$ cat src/rtl/mic_capture_pkg.sv
// mic_capture_pkg: shared types and constants for the PDM microphone
// capture front end.
//   state_t      capture FSM states (IDLE, ARM, CAPTURE)
//   *_DEF        default values for the DIV / WORD_W / NWORDS parameters
//   DCNT_W       width of the mclk divider counter
//   WCNT_W       width of the recorded-word counter
//   bcnt_width() width of the bit-within-word counter for a given word size
package mic_capture_pkg;

  typedef enum logic [1:0] {
    IDLE    = 2'd0,
    ARM     = 2'd1,
    CAPTURE = 2'd2
  } state_t;

  localparam int DIV_DEF    = 25;
  localparam int WORD_W_DEF = 8;
  localparam int NWORDS_DEF = 4096;

  localparam int DCNT_W = 10;
  localparam int WCNT_W = 16;

  function automatic int bcnt_width(input int word_w);
    return (word_w > 1) ? $clog2(word_w) : 1;
  endfunction

endpackage

$ cat src/rtl/mic_clkgen.sv
// mic_clkgen: free-running microphone bit-clock divider.
// Ports:
//   clk    in   system clock
//   reset  in   asynchronous active-low reset
//   mclk   out  registered bit clock, f_clk / (2*DIV), starts low
//   stick  out  sample tick: last system cycle of the mclk high phase
module mic_clkgen
  import mic_capture_pkg::*;
#(
  parameter int DIV = DIV_DEF
) (
  input  logic clk,
  input  logic reset,
  output logic mclk,
  output logic stick
);

  localparam logic [DCNT_W-1:0] DCNT_LAST = DCNT_W'(DIV - 1);

  logic [DCNT_W-1:0] dcnt;
  logic              wrap;

  assign wrap = (dcnt == DCNT_LAST);

  always_ff @(posedge clk or negedge reset) begin
    if (!reset) begin
      dcnt <= '0;
      mclk <= 1'b0;
    end else if (wrap) begin
      dcnt <= '0;
      mclk <= ~mclk;
    end else begin
      dcnt <= dcnt + DCNT_W'(1);
    end
  end

  // Sampling at the end of the high phase leaves the mic a full half
  // period to settle its data after the preceding rising edge.
  assign stick = wrap & mclk;

endmodule

$ cat src/rtl/mic_capture.sv
// mic_capture: PDM microphone capture front end. Generates mclk, samples
// doutmic once per mclk period, packs bits MSB-first (oldest bit in MSB)
// into WORD_W-bit words and writes a fixed-length recording to the FIFO.
// Ports:
//   clk        in   system clock
//   reset      in   asynchronous active-low reset
//   start      in   begin a recording (accepted in IDLE only)
//   stop       in   end early at the next word boundary
//   mclk       out  microphone bit clock
//   doutmic    in   PDM data from the microphone
//   fifo_din   out  packed word, valid while fifo_wr is high
//   fifo_wr    out  one-cycle FIFO write strobe
//   fifo_full  in   FIFO full flag, looked at in the write cycle only
//   busy       out  high in ARM and CAPTURE
//   done       out  one-cycle pulse at the end of a recording
//   overrun    out  sticky flag: a word was dropped on fifo_full
module mic_capture
  import mic_capture_pkg::*;
#(
  parameter int DIV    = DIV_DEF,
  parameter int WORD_W = WORD_W_DEF,
  parameter int NWORDS = NWORDS_DEF
) (
  input  logic              clk,
  input  logic              reset,
  input  logic              start,
  input  logic              stop,
  output logic              mclk,
  input  logic              doutmic,
  output logic [WORD_W-1:0] fifo_din,
  output logic              fifo_wr,
  input  logic              fifo_full,
  output logic              busy,
  output logic              done,
  output logic              overrun
);

  localparam int                BCNT_W    = bcnt_width(WORD_W);
  localparam logic [BCNT_W-1:0] BIT_LAST  = BCNT_W'(WORD_W - 1);
  localparam logic [WCNT_W-1:0] WORD_LAST = WCNT_W'(NWORDS - 1);

  state_t              state;
  state_t              state_nx;
  logic                stick;
  logic                stop_pend;
  logic                word_rdy;
  logic                capture_bit;
  logic                ending;
  logic [WORD_W-1:0]   sh;
  logic [WORD_W-1:0]   sh_nx;
  logic [BCNT_W-1:0]   bcnt;
  logic [WCNT_W-1:0]   wcnt;

  mic_clkgen #(
    .DIV (DIV)
  ) u_clkgen (
    .clk   (clk),
    .reset (reset),
    .mclk  (mclk),
    .stick (stick)
  );

  assign sh_nx = {sh[WORD_W-2:0], doutmic};

  // The first tick seen in ARM is already bit 0 of word 0; a stop in the
  // same cycle wins and nothing is captured.
  assign capture_bit = stick && (((state == ARM) && !stop) || (state == CAPTURE));

  // A completed word closes the recording if it is the last one or a stop
  // is pending (including one arriving in the write cycle itself).
  assign ending = (wcnt == WORD_LAST) || stop_pend || stop;

  always_ff @(posedge clk or negedge reset) begin
    if (!reset) begin
      state <= IDLE;
    end else begin
      state <= state_nx;
    end
  end

  always_comb begin
    state_nx = state;
    case (state)
      IDLE:    if (start) state_nx = ARM;
      ARM: begin
        if (stop) begin
          state_nx = IDLE;
        end else if (stick) begin
          state_nx = CAPTURE;
        end
      end
      CAPTURE: if (word_rdy && ending) state_nx = IDLE;
      default: state_nx = IDLE;
    endcase
  end

  // Write and done strobes are decoded in the cycle after the last bit of
  // a word, so fifo_full is evaluated in the same cycle as the strobe.
  always_comb begin
    busy    = (state != IDLE);
    fifo_wr = (state == CAPTURE) && word_rdy && !fifo_full;
    done    = ((state == ARM) && stop) ||
              ((state == CAPTURE) && word_rdy && ending);
  end

  always_ff @(posedge clk or negedge reset) begin
    if (!reset) begin
      sh        <= '0;
      bcnt      <= '0;
      wcnt      <= '0;
      word_rdy  <= 1'b0;
      stop_pend <= 1'b0;
      overrun   <= 1'b0;
      fifo_din  <= '0;
    end else begin
      word_rdy <= 1'b0;

      if (state == IDLE) begin
        if (start) begin
          bcnt      <= '0;
          wcnt      <= '0;
          stop_pend <= 1'b0;
          overrun   <= 1'b0;
        end
      end else if (stop) begin
        stop_pend <= 1'b1;
      end

      if (capture_bit) begin
        sh <= sh_nx;
        if (bcnt == BIT_LAST) begin
          bcnt     <= '0;
          word_rdy <= 1'b1;
          fifo_din <= sh_nx;
        end else begin
          bcnt <= bcnt + BCNT_W'(1);
        end
      end

      // Dropped words still count: the recording length is fixed in time.
      if ((state == CAPTURE) && word_rdy) begin
        wcnt <= wcnt + WCNT_W'(1);
        if (fifo_full) begin
          overrun <= 1'b1;
        end
      end
    end
  end

endmodule

$ cat config.mk
export PLATFORM = sky130hd
export DESIGN_NAME = mic_capture
export DESIGN_NICKNAME = d
export VERILOG_FILES = /design/src/rtl/mic_capture_pkg.sv /design/src/rtl/mic_clkgen.sv /design/src/rtl/mic_capture.sv
export SDC_FILE = /design/constraint.sdc
export NUM_CORES = 1
export LEC_CHECK = 0
export CORE_MARGIN = 2
export CORE_UTILIZATION = 55
export DETAILED_ROUTE_END_ITERATION = 6
export HOLD_SLACK_MARGIN = 0.05
export PLACE_DENSITY = 0.76
export SYNTH_ARGS = -nofsm -noshare
export SYNTH_HDL_FRONTEND = slang
export SYNTH_SLANG_ARGS = --single-unit
$ cat constraint.sdc
create_clock -name clk -period 4.7 [get_ports clk]
set_clock_uncertainty 0.15 [all_clocks]
set_input_delay 0.705 -clock clk [delete_from_list [all_inputs] [get_ports clk]]
set_output_delay 0.705 -clock clk [all_outputs]
set_load 0.01 [all_outputs]
**After elaboration in Yosys (flattened, before gate mapping)**

Cells that the tools add are included.

- $add $sub $neg: 3
- $mul: 0
- Divide/modulo/power cells: 0
- Order comparisons: 0
- Eq/ne operators: 8
- Shift-type cells: 0
- Muxes and demuxes: 22
- Bitwise logic cells: 2
- Reductions and logical operators: 25

Operator list:

| operator | count |
|---|---|
| $mux W16 | 3 |
| $add A16 B1 Y16 const B | 1 |
| $eq A16 B12 Y1 const B | 1 |
| $mux W3 | 4 |
| $reduce_bool A2 Y1 | 6 |
| $add A10 B1 Y10 const B | 1 |
| $eq A10 B5 Y1 const B | 1 |
| $mux W10 | 1 |
| $mux W1 | 9 |
| $mux W2 | 4 |
| $reduce_and A2 Y1 | 4 |
| $logic_and A1 B1 Y1 | 7 |
| $pmux W2 S3 | 1 |
| $logic_or A1 B1 Y1 | 4 |
| $ne A2 B2 Y1 const B | 2 |
| $add A3 B1 Y3 const B | 1 |
| $eq A3 B3 Y1 const B | 1 |
| $ne A3 B3 Y1 const B | 1 |
| $reduce_and A3 Y1 | 1 |
| $eq A2 B1 Y1 const B | 1 |
| $eq A2 B2 Y1 const B | 1 |
| $logic_not A1 Y1 | 2 |
| $logic_not A2 Y1 | 1 |
| $and A1 B1 Y1 | 1 |
| $not A1 Y1 | 1 |

- Flip-flop bits (word level): 50
- Latch bits: 0
- RAM bits: 0
- Memory bits (read-only): 0
- Bits of input ports: 6
- Output and inout bits: 13
- Logic and storage cells: 70
- Memories kept: 0

**Logic depth before layout (Yosys ltp)**

Gate-level depths: netlist of run 1.

- Word-level depth: 6
- Depth in mapped cells: 6

**By module**

From an unflattened synthesis of run 1, not the netlist that was laid out.

- Cells, all modules: 199
- Area total of the unflattened synthesis: 2319.7 um^2

Modules (own cells, without submodules):

| module | times used | cells each | area an instance (um^2) | seq. area each (um^2) |
|---|---|---|---|---|
| mic_capture | 1 | 152 | 1786.7 | 975.9 |
| mic_clkgen | 1 | 47 | 533.0 | 275.3 |

**Worst setup path after synthesis of run 1**

Ideal clock, no wire load.

- Kind: input to register
- Start point: in stop
- End point: reg sh[0]
- Setup time: 0.125 ns
- Data arrival time: 1.776 ns
- Setup slack: 2.649 ns
- Stages on the path: 5
- Path buffers: 1
- Path through: or3b_4 -> nand2_4 -> and3_4 -> buf_12 -> mux2_4

- Longest elaborated chain between the ends: 4

Ends and longest elaborated chain:

| element | RTL line | source |
|---|---|---|
| start, declared | mic_capture.sv:27 | `input logic stop,` |
| $logic_not A1 Y1 | mic_capture.sv:67 | `assign capture_bit = stick && (((state == ARM) && !stop) \|\| (state == CAPTURE));` |
| $logic_and A1 B1 Y1 | mic_capture.sv:67 |  |
| $logic_or A1 B1 Y1 | mic_capture.sv:67 |  |
| $logic_and A1 B1 Y1 | mic_capture.sv:67 |  |
| end signal, assigned | mic_capture.sv:130 | `sh <= sh_nx;` |
| end, declared | mic_capture.sv:49 | `logic [WORD_W-1:0] sh;` |

No other way between the ends.
A chain may end at the register's enable or synchronous reset.

**Final worst setup path of run 1**

- Start point: reg wcnt[0]
- End point: out done

- Longest elaborated chain between the ends: 5

Ends and longest elaborated chain:

| element | RTL line | source |
|---|---|---|
| start, declared | mic_capture.sv:52 | `logic [WCNT_W-1:0] wcnt;` |
| start signal, assigned | mic_capture.sv:142 | `wcnt <= wcnt + WCNT_W'(1);` |
| $eq A16 B12 Y1 | mic_capture.sv:71 | `assign ending = (wcnt == WORD_LAST) \|\| stop_pend \|\| stop;` |
| $logic_or A1 B1 Y1 (2 in series) | mic_capture.sv:71 |  |
| $logic_and A1 B1 Y1 | mic_capture.sv:103 | `((state == CAPTURE) && word_rdy && ending);` |
| $logic_or A1 B1 Y1 | mic_capture.sv:102 | `done = ((state == ARM) && stop) \|\|` |
| end, declared | mic_capture.sv:34 | `output logic done,` |

No other way between the ends.

==> results.toml, run 1 <==
[grt]
grt_max_degree = 51
overflow = 0
first_global_vias = 1681
track_usage_pct = 19.9
grt_antenna_before_repair = 0
grt_pass1_wl_mm = 7.73

[hold_path]
holdPathStages = 1
worstHoldStart = "u_clkgen.dcnt[0]"
min_to = "u_clkgen.dcnt[0]"
min-delay-path-class = "reg2reg"

[logic_synthesis]
ys_warn_count = 0
ys_types = 45
synth_cells = 209
netlist_area_sq_um = 2380
async_flop_share_pct = 100
ys_top_cells_by_area = "dfrtp_1 (52%), mux2_4 (4.4%), mux2_2 (3.8%)"
synth-seq-area-share_pct = 52.5
synthFlopType = "dfrtp_1"
yosysMostFrequentCell = "dfrtp_1"
synth.top_cell.area_share_pct = 52.5
synth_area_leader_cell = "dfrtp_1"
synth_edf_count = 0
synth_common_cells = "dfrtp_1 (50), nand2_1 (17), o21ai_0 (16), nor2_1 (10), nand3_1 (9)"
syn_nets = 220
synth-seq-cells = 50
synth_area_per_cell_sq_um = 11.4

[detailed_routing]
viasPerCell = 6.09
routedWlPerCell_um = 15.9
drt_iter0_drc = 103
drtPass1Iterations = 4
drc = 0
wl_mm = 4.37
ant_nets = 0
vias = 1676

[placed_design]
place.port_buffers = 18
place_inst = 268
gp_congestion = 0.860
place.detailed.hpwl_mm = 3.07

[power]
leakage_uw = 0.00117
p_sw_share_pct = 21.0
power_density_nw_per_um2 = 256
vdd_ir_drop_max_uv = 173
p_seq_share_pct = 63.6
power_switching_uw = 142
internal-power_uw = 534
p_comb_share_pct = 2.0
clockPowerShare_pct = 34.4

[layout]
fillCellCount = 323
layout.cells.non_filler = 275
seq_area_sq_um = 1250
layout-drive-gt1-share_pct = 13.8
antenna_cells = 0
layout.nets = 236
multi_input_area_sq_um = 1060
syn_to_final_growth_pct = 10.9

[critical_path]
cp_data_required_time_ns = 3.85
worst_setup_path_start_kind = "register"
r2r-end = "sh[2]"
r2r_start = "u_clkgen.dcnt[7]"
critPathKind = "reg2out"
reg2reg_depth = 4
cp.arrival_ns = 2.11
end_kind = "output pin"
critical_path_peak_fanout = 5
ff2ff_setup_slack_ns = 2.62

[timing]
fin_setup_tns_ns = 0
fmax_ghz = 0.337
relSlewSlack_pct = 28.9
post-route-period-util_pct = 63.1
rsz0062_at_grt = "false"
finalSetupViolCount = 0
tightest_slew_ns = 1.07
drv_slew = 0
hold_violations = 0
period_minus_slack_ns = 2.97

[floorplanning]
initial_utilization_pct = 58.3
dieWidth_um = 69.8
io_pins = 19
core_area_sq_um = 4090
dieHeight_um = 69.8
fp-row-count = 23
die-area_sq_um = 4880

[cts]
clk_pin_slew_worst_paths_ns = 0.08
postCtsSetupBuffers = 0
postCtsHoldBufs = 0
cts_resized = 0
cts.sinks = 50
cts_root_buffer = "clkbuf_8"
cts_tree = "built"
htreeDepth = 2
cts_buffer_depth = 2
cts_buffers = 5
clk_latency_ns = 0.30

[job]
maxCapViolCount = 0

[run_status]
outcome = "finished, final reports clean"
-- flip-flops by register name, summed over array words and instances (netlist names) --
signal	flops
stop_pend	1
wcnt	16
state	2
overrun	1
sh	7
u_clkgen.mclk	1
fifo_din	8
bcnt	3
u_clkgen.dcnt	10
word_rdy	1
-- power by group through the flow --
stage	clock network (uW)	logic (uW)	registers, uW
final	233	13.2	430
after global routing	260	15.9	430
after CTS	241	14.2	430
after detailed placement	0	14.1	438
after global placement	0	13.3	438
after floorplan	0	0.833	439
-- metal layers --
layer	routed length (um)	global-route usage, %
met5	0	0
met4	83	8.33
met3	163	4.94
met2	2150	33.4
met1	1980	24.5
-- worst max path at each step --
| stage | start | to | slack [ns] | cells after the start |
|---|---|---|---|---|
| after CTS | wcnt[0] | done | 1.71 | 5 |
| after global routing | wcnt[0] | done | 1.59 | 5 |
| after global placement | stop | done | 1.85 | 4 |
| after floorplan | stop | sh[0] | 2.65 | 5 |
| final | wcnt[0] | done | 1.73 | 5 |
| after detailed placement | stop | done | 1.83 | 4 |
-- logic make-up after synthesis --
group / Yosys count / share of synthesized area [%]
AOI/OAI and AO/OA: 40 / 10.8
DFF: 50 / 52.5
and+or+nand+nor: 73 / 18.1
buffers and inverters: 14 / 3.20
muxes: 18 / 9.45
adders and majority gates: 5 / 2.62
xor gates and xnor gates: 9 / 3.31
-- cells in the final DEF, fill, tap and decap left out, types with 3 or more instances in the layout --
| cell type | netlist | layout |
|---|---|---|
| a21oi_1 | 5 | 5 |
| mux2_4 | 7 | 7 |
| and4_1 | 3 | 3 |
| xnor2_1 | 7 | 7 |
| o31ai_1 | 6 | 6 |
| nand4_1 | 8 | 8 |
| nor2_1 | 10 | 10 |
| a22o_1 | 3 | 3 |
| and3_1 | 3 | 3 |
| mux2_2 | 8 | 8 |
| mux2i_1 | 3 | 3 |
| clkbuf_8 | 0 | 5 |
| clkdlybuf4s50_1 | 0 | 17 |
| o21ai_0 | 16 | 16 |
| and2_1 | 4 | 4 |
| ha_1 | 5 | 5 |
| nor4_1 | 3 | 3 |
| nand3_1 | 9 | 9 |
| dfrtp_1 | 50 | 50 |
| inv_1 | 5 | 5 |
| nand2_1 | 17 | 17 |
-- critical path, cell delays in order (launching register included) --
cell and delay, ns:
dfrtp_1 0.43, ha_1 0.23, and4_1 0.29, nand4_1 0.15, a21oi_1 0.17, clkdlybuf4s50_1 0.55
-- cell type report --
class | instances | share of cell area, %
sequential | 50 | 47.3
multi-input combinational | 145 | 40.0
timing repair buffer | 18 | 6.63
clock buffer | 5 | 2.60
tap | 50 | 2.37
inverter | 5 | 0.710
clock inverter | 2 | 0.379
-- through the flow --
stage               utilization (%)  worst slack, ns  instance area (sq um)  power, uW  hold WS, ns
floorplan                         -             2.65                   2380        439        0.259
global placement               62.7             1.85                   2560        452        0.311
detailed placement             62.7             1.83                   2560        452        0.318
CTS                            64.7             1.71                   2640        685        0.333
global route                   64.7             1.59                   2640        705        0.365
finish                         64.7             1.73                   2640        676        0.341
Power figures use the tool's default switching activity.
==> run 2: changes to the inputs <==
- CORE_UTILIZATION: 55 -> 52
- PLACE_DENSITY: 0.76 -> 0.75
- clock period: 4.7 -> 2.5 ns (I/O delays scaled with it)
==> results.toml, run 2 (synthesis results as in run 1) <==
[power]
power_switching_uw = 286
p_sw_share_pct = 20.4
vdd_ir_drop_max_uv = 294
clockPowerShare_pct = 40.2
p_seq_share_pct = 57.7
p_comb_share_pct = 2.1
power_density_nw_per_um2 = 513
internal-power_uw = 1110
leakage_uw = 0.00122

[run_status]
outcome = "finished, final reports clean"

[grt]
track_usage_pct = 18.6
grt_max_degree = 44
grt_pass1_wl_mm = 7.49
first_global_vias = 1594
grt_antenna_before_repair = 0
overflow = 0

[cts]
cts_tree = "built"
postCtsSetupBuffers = 0
cts.sinks = 50
cts_buffers = 5
cts_root_buffer = "clkbuf_8"
clk_latency_ns = 0.31
cts_buffer_depth = 2
clk_pin_slew_worst_paths_ns = 0.10
htreeDepth = 2

[critical_path]
crit_family = "simple AND/OR/NAND/NOR gates"
cp.arrival_ns = 1.80
ff2ff_setup_slack_ns = 0.44
r2r-end = "sh[5]"
critical_path_peak_fanout = 5
reg2reg_depth = 4
end_kind = "output pin"
max_stage_delay_ns = 0.40
critPathKind = "reg2out"
cp.buffers_inverters = 1
cp_cell_sequence = "ha_1, and4_2, nand4_1, a21oi_1, dlygate4sd2_1"
cp_data_required_time_ns = 1.98
worst_setup_path_start_kind = "register"
r2r_start = "u_clkgen.dcnt[7]"
slowest_stage = "dfrtp_1"

[timing]
tightest_slew_ns = 0.369
fin_setup_tns_ns = 0
hold_violations = 0
post-route-period-util_pct = 93.1
fmax_ghz = 0.430
drv_slew = 0
period_minus_slack_ns = 2.33
finalSetupViolCount = 0
rsz0062_at_grt = "false"
relSlewSlack_pct = 75.3

[layout]
layout.nets = 241
layout-drive-gt1-share_pct = 16.0
fillCellCount = 347
syn_to_final_growth_pct = 14.4
final_common_cell = "dfrtp_1"
final_area_sq_um = 2730
largest_reg_flops = 16
top_register = "wcnt"
antenna_cells = 0
final_cell_mix = "dfrtp_1 (50), nand2_1 (17), o21ai_0 (16), clkdlybuf4s50_1 (16), nor2_1 (10)"
reg.largest.list = "wcnt: 16 flops, u_clkgen.dcnt: 10 flops, fifo_din: 8 flops"

[detailed_routing]
drtPass1Iterations = 4
viasPerCell = 5.70
routedWlPerCell_um = 15.2
drc = 0
vias = 1614
ant_nets = 0
drt_iter0_drc = 82
wl_mm = 4.31

[placed_design]
placed_area_sq_um = 2610
place.detailed.hpwl_mm = 2.86
place.port_buffers = 18
gp_congestion = 0.758

[hold_path]
min-delay-path-class = "in2async"

[floorplanning]
initial_utilization_pct = 54.4
fp-row-count = 24
core_area_sq_um = 4380
dieWidth_um = 71.7
dieHeight_um = 71.7
io_pins = 19
die-area_sq_um = 5140

[job]
maxCapViolCount = 0
-- run 2: area by class of cell --
type                       count  area [sq um]  share of cell area, %
clock buffer                   5          68.8                   2.52
clock inverter                 3          40.0                   1.47
inverter                       5          18.8                  0.688
multi-input combinational    145          1060                   38.8
sequential                    50          1250                   45.9
tap                           52          65.1                   2.39
timing repair buffer          23           226                   8.30
-- run 2: power by group through the flow --
stage	Clock [uW]	Sequential [uW]	Combinational, uW
floorplan	0	824	1.57
finish	562	808	29.9
detailed placement	0	824	30.4
CTS	576	808	31.6
global route	597	808	35.4
global placement	0	824	30.2
-- run 2: repair_timing --
item | 4_1_cts | 5_1_grt
hold endpoints to repair | 16 | 0
hold buffers | 1 | 0
endpoints found under the setup margin | 1 | 0
gates resized for setup | 2 | 0
-- run 2: stage by stage --
stage | utilization [%] | hold WS, ns | setup slack [ns] | power, uW | instances
2_1_floorplan | - | -0.0706 | 0.691 | 826 | 209
4_1_cts | 62.2 | 0.286 | 0.162 | 1420 | 283
6_report | 62.2 | 0.286 | 0.173 | 1400 | 283
3_5_place_dp | 59.5 | 0.0905 | 0.202 | 855 | 274
3_3_place_gp | 59.5 | 0.0927 | 0.220 | 854 | 274
5_1_grt | 62.2 | 0.316 | 0.0718 | 1440 | 283
-- run 2: per-layer routing --
| layer | up-vias | track usage (%) | wire length, um |
|---|---|---|---|
| met5 | - | 0 | 0 |
| met3 | 4 | 3.94 | 110 |
| met4 | 0 | 6.71 | 25 |
| met1 | 791 | 25.9 | 2180 |
| li1 | 802 | - | - |
| met2 | 17 | 29.1 | 1990 |
-- run 2: worst max path at each step --
stage              from    end  slack (ns)  cells after the start
2_1_floorplan  state[1]  sh[0]        0.69                      5
3_3_place_gp    wcnt[0]   done        0.22                      5
3_5_place_dp    wcnt[0]   done        0.20                      5
4_1_cts         wcnt[0]   done        0.16                      5
5_1_grt         wcnt[0]   done        0.07                      5
6_report        wcnt[0]   done        0.17                      5
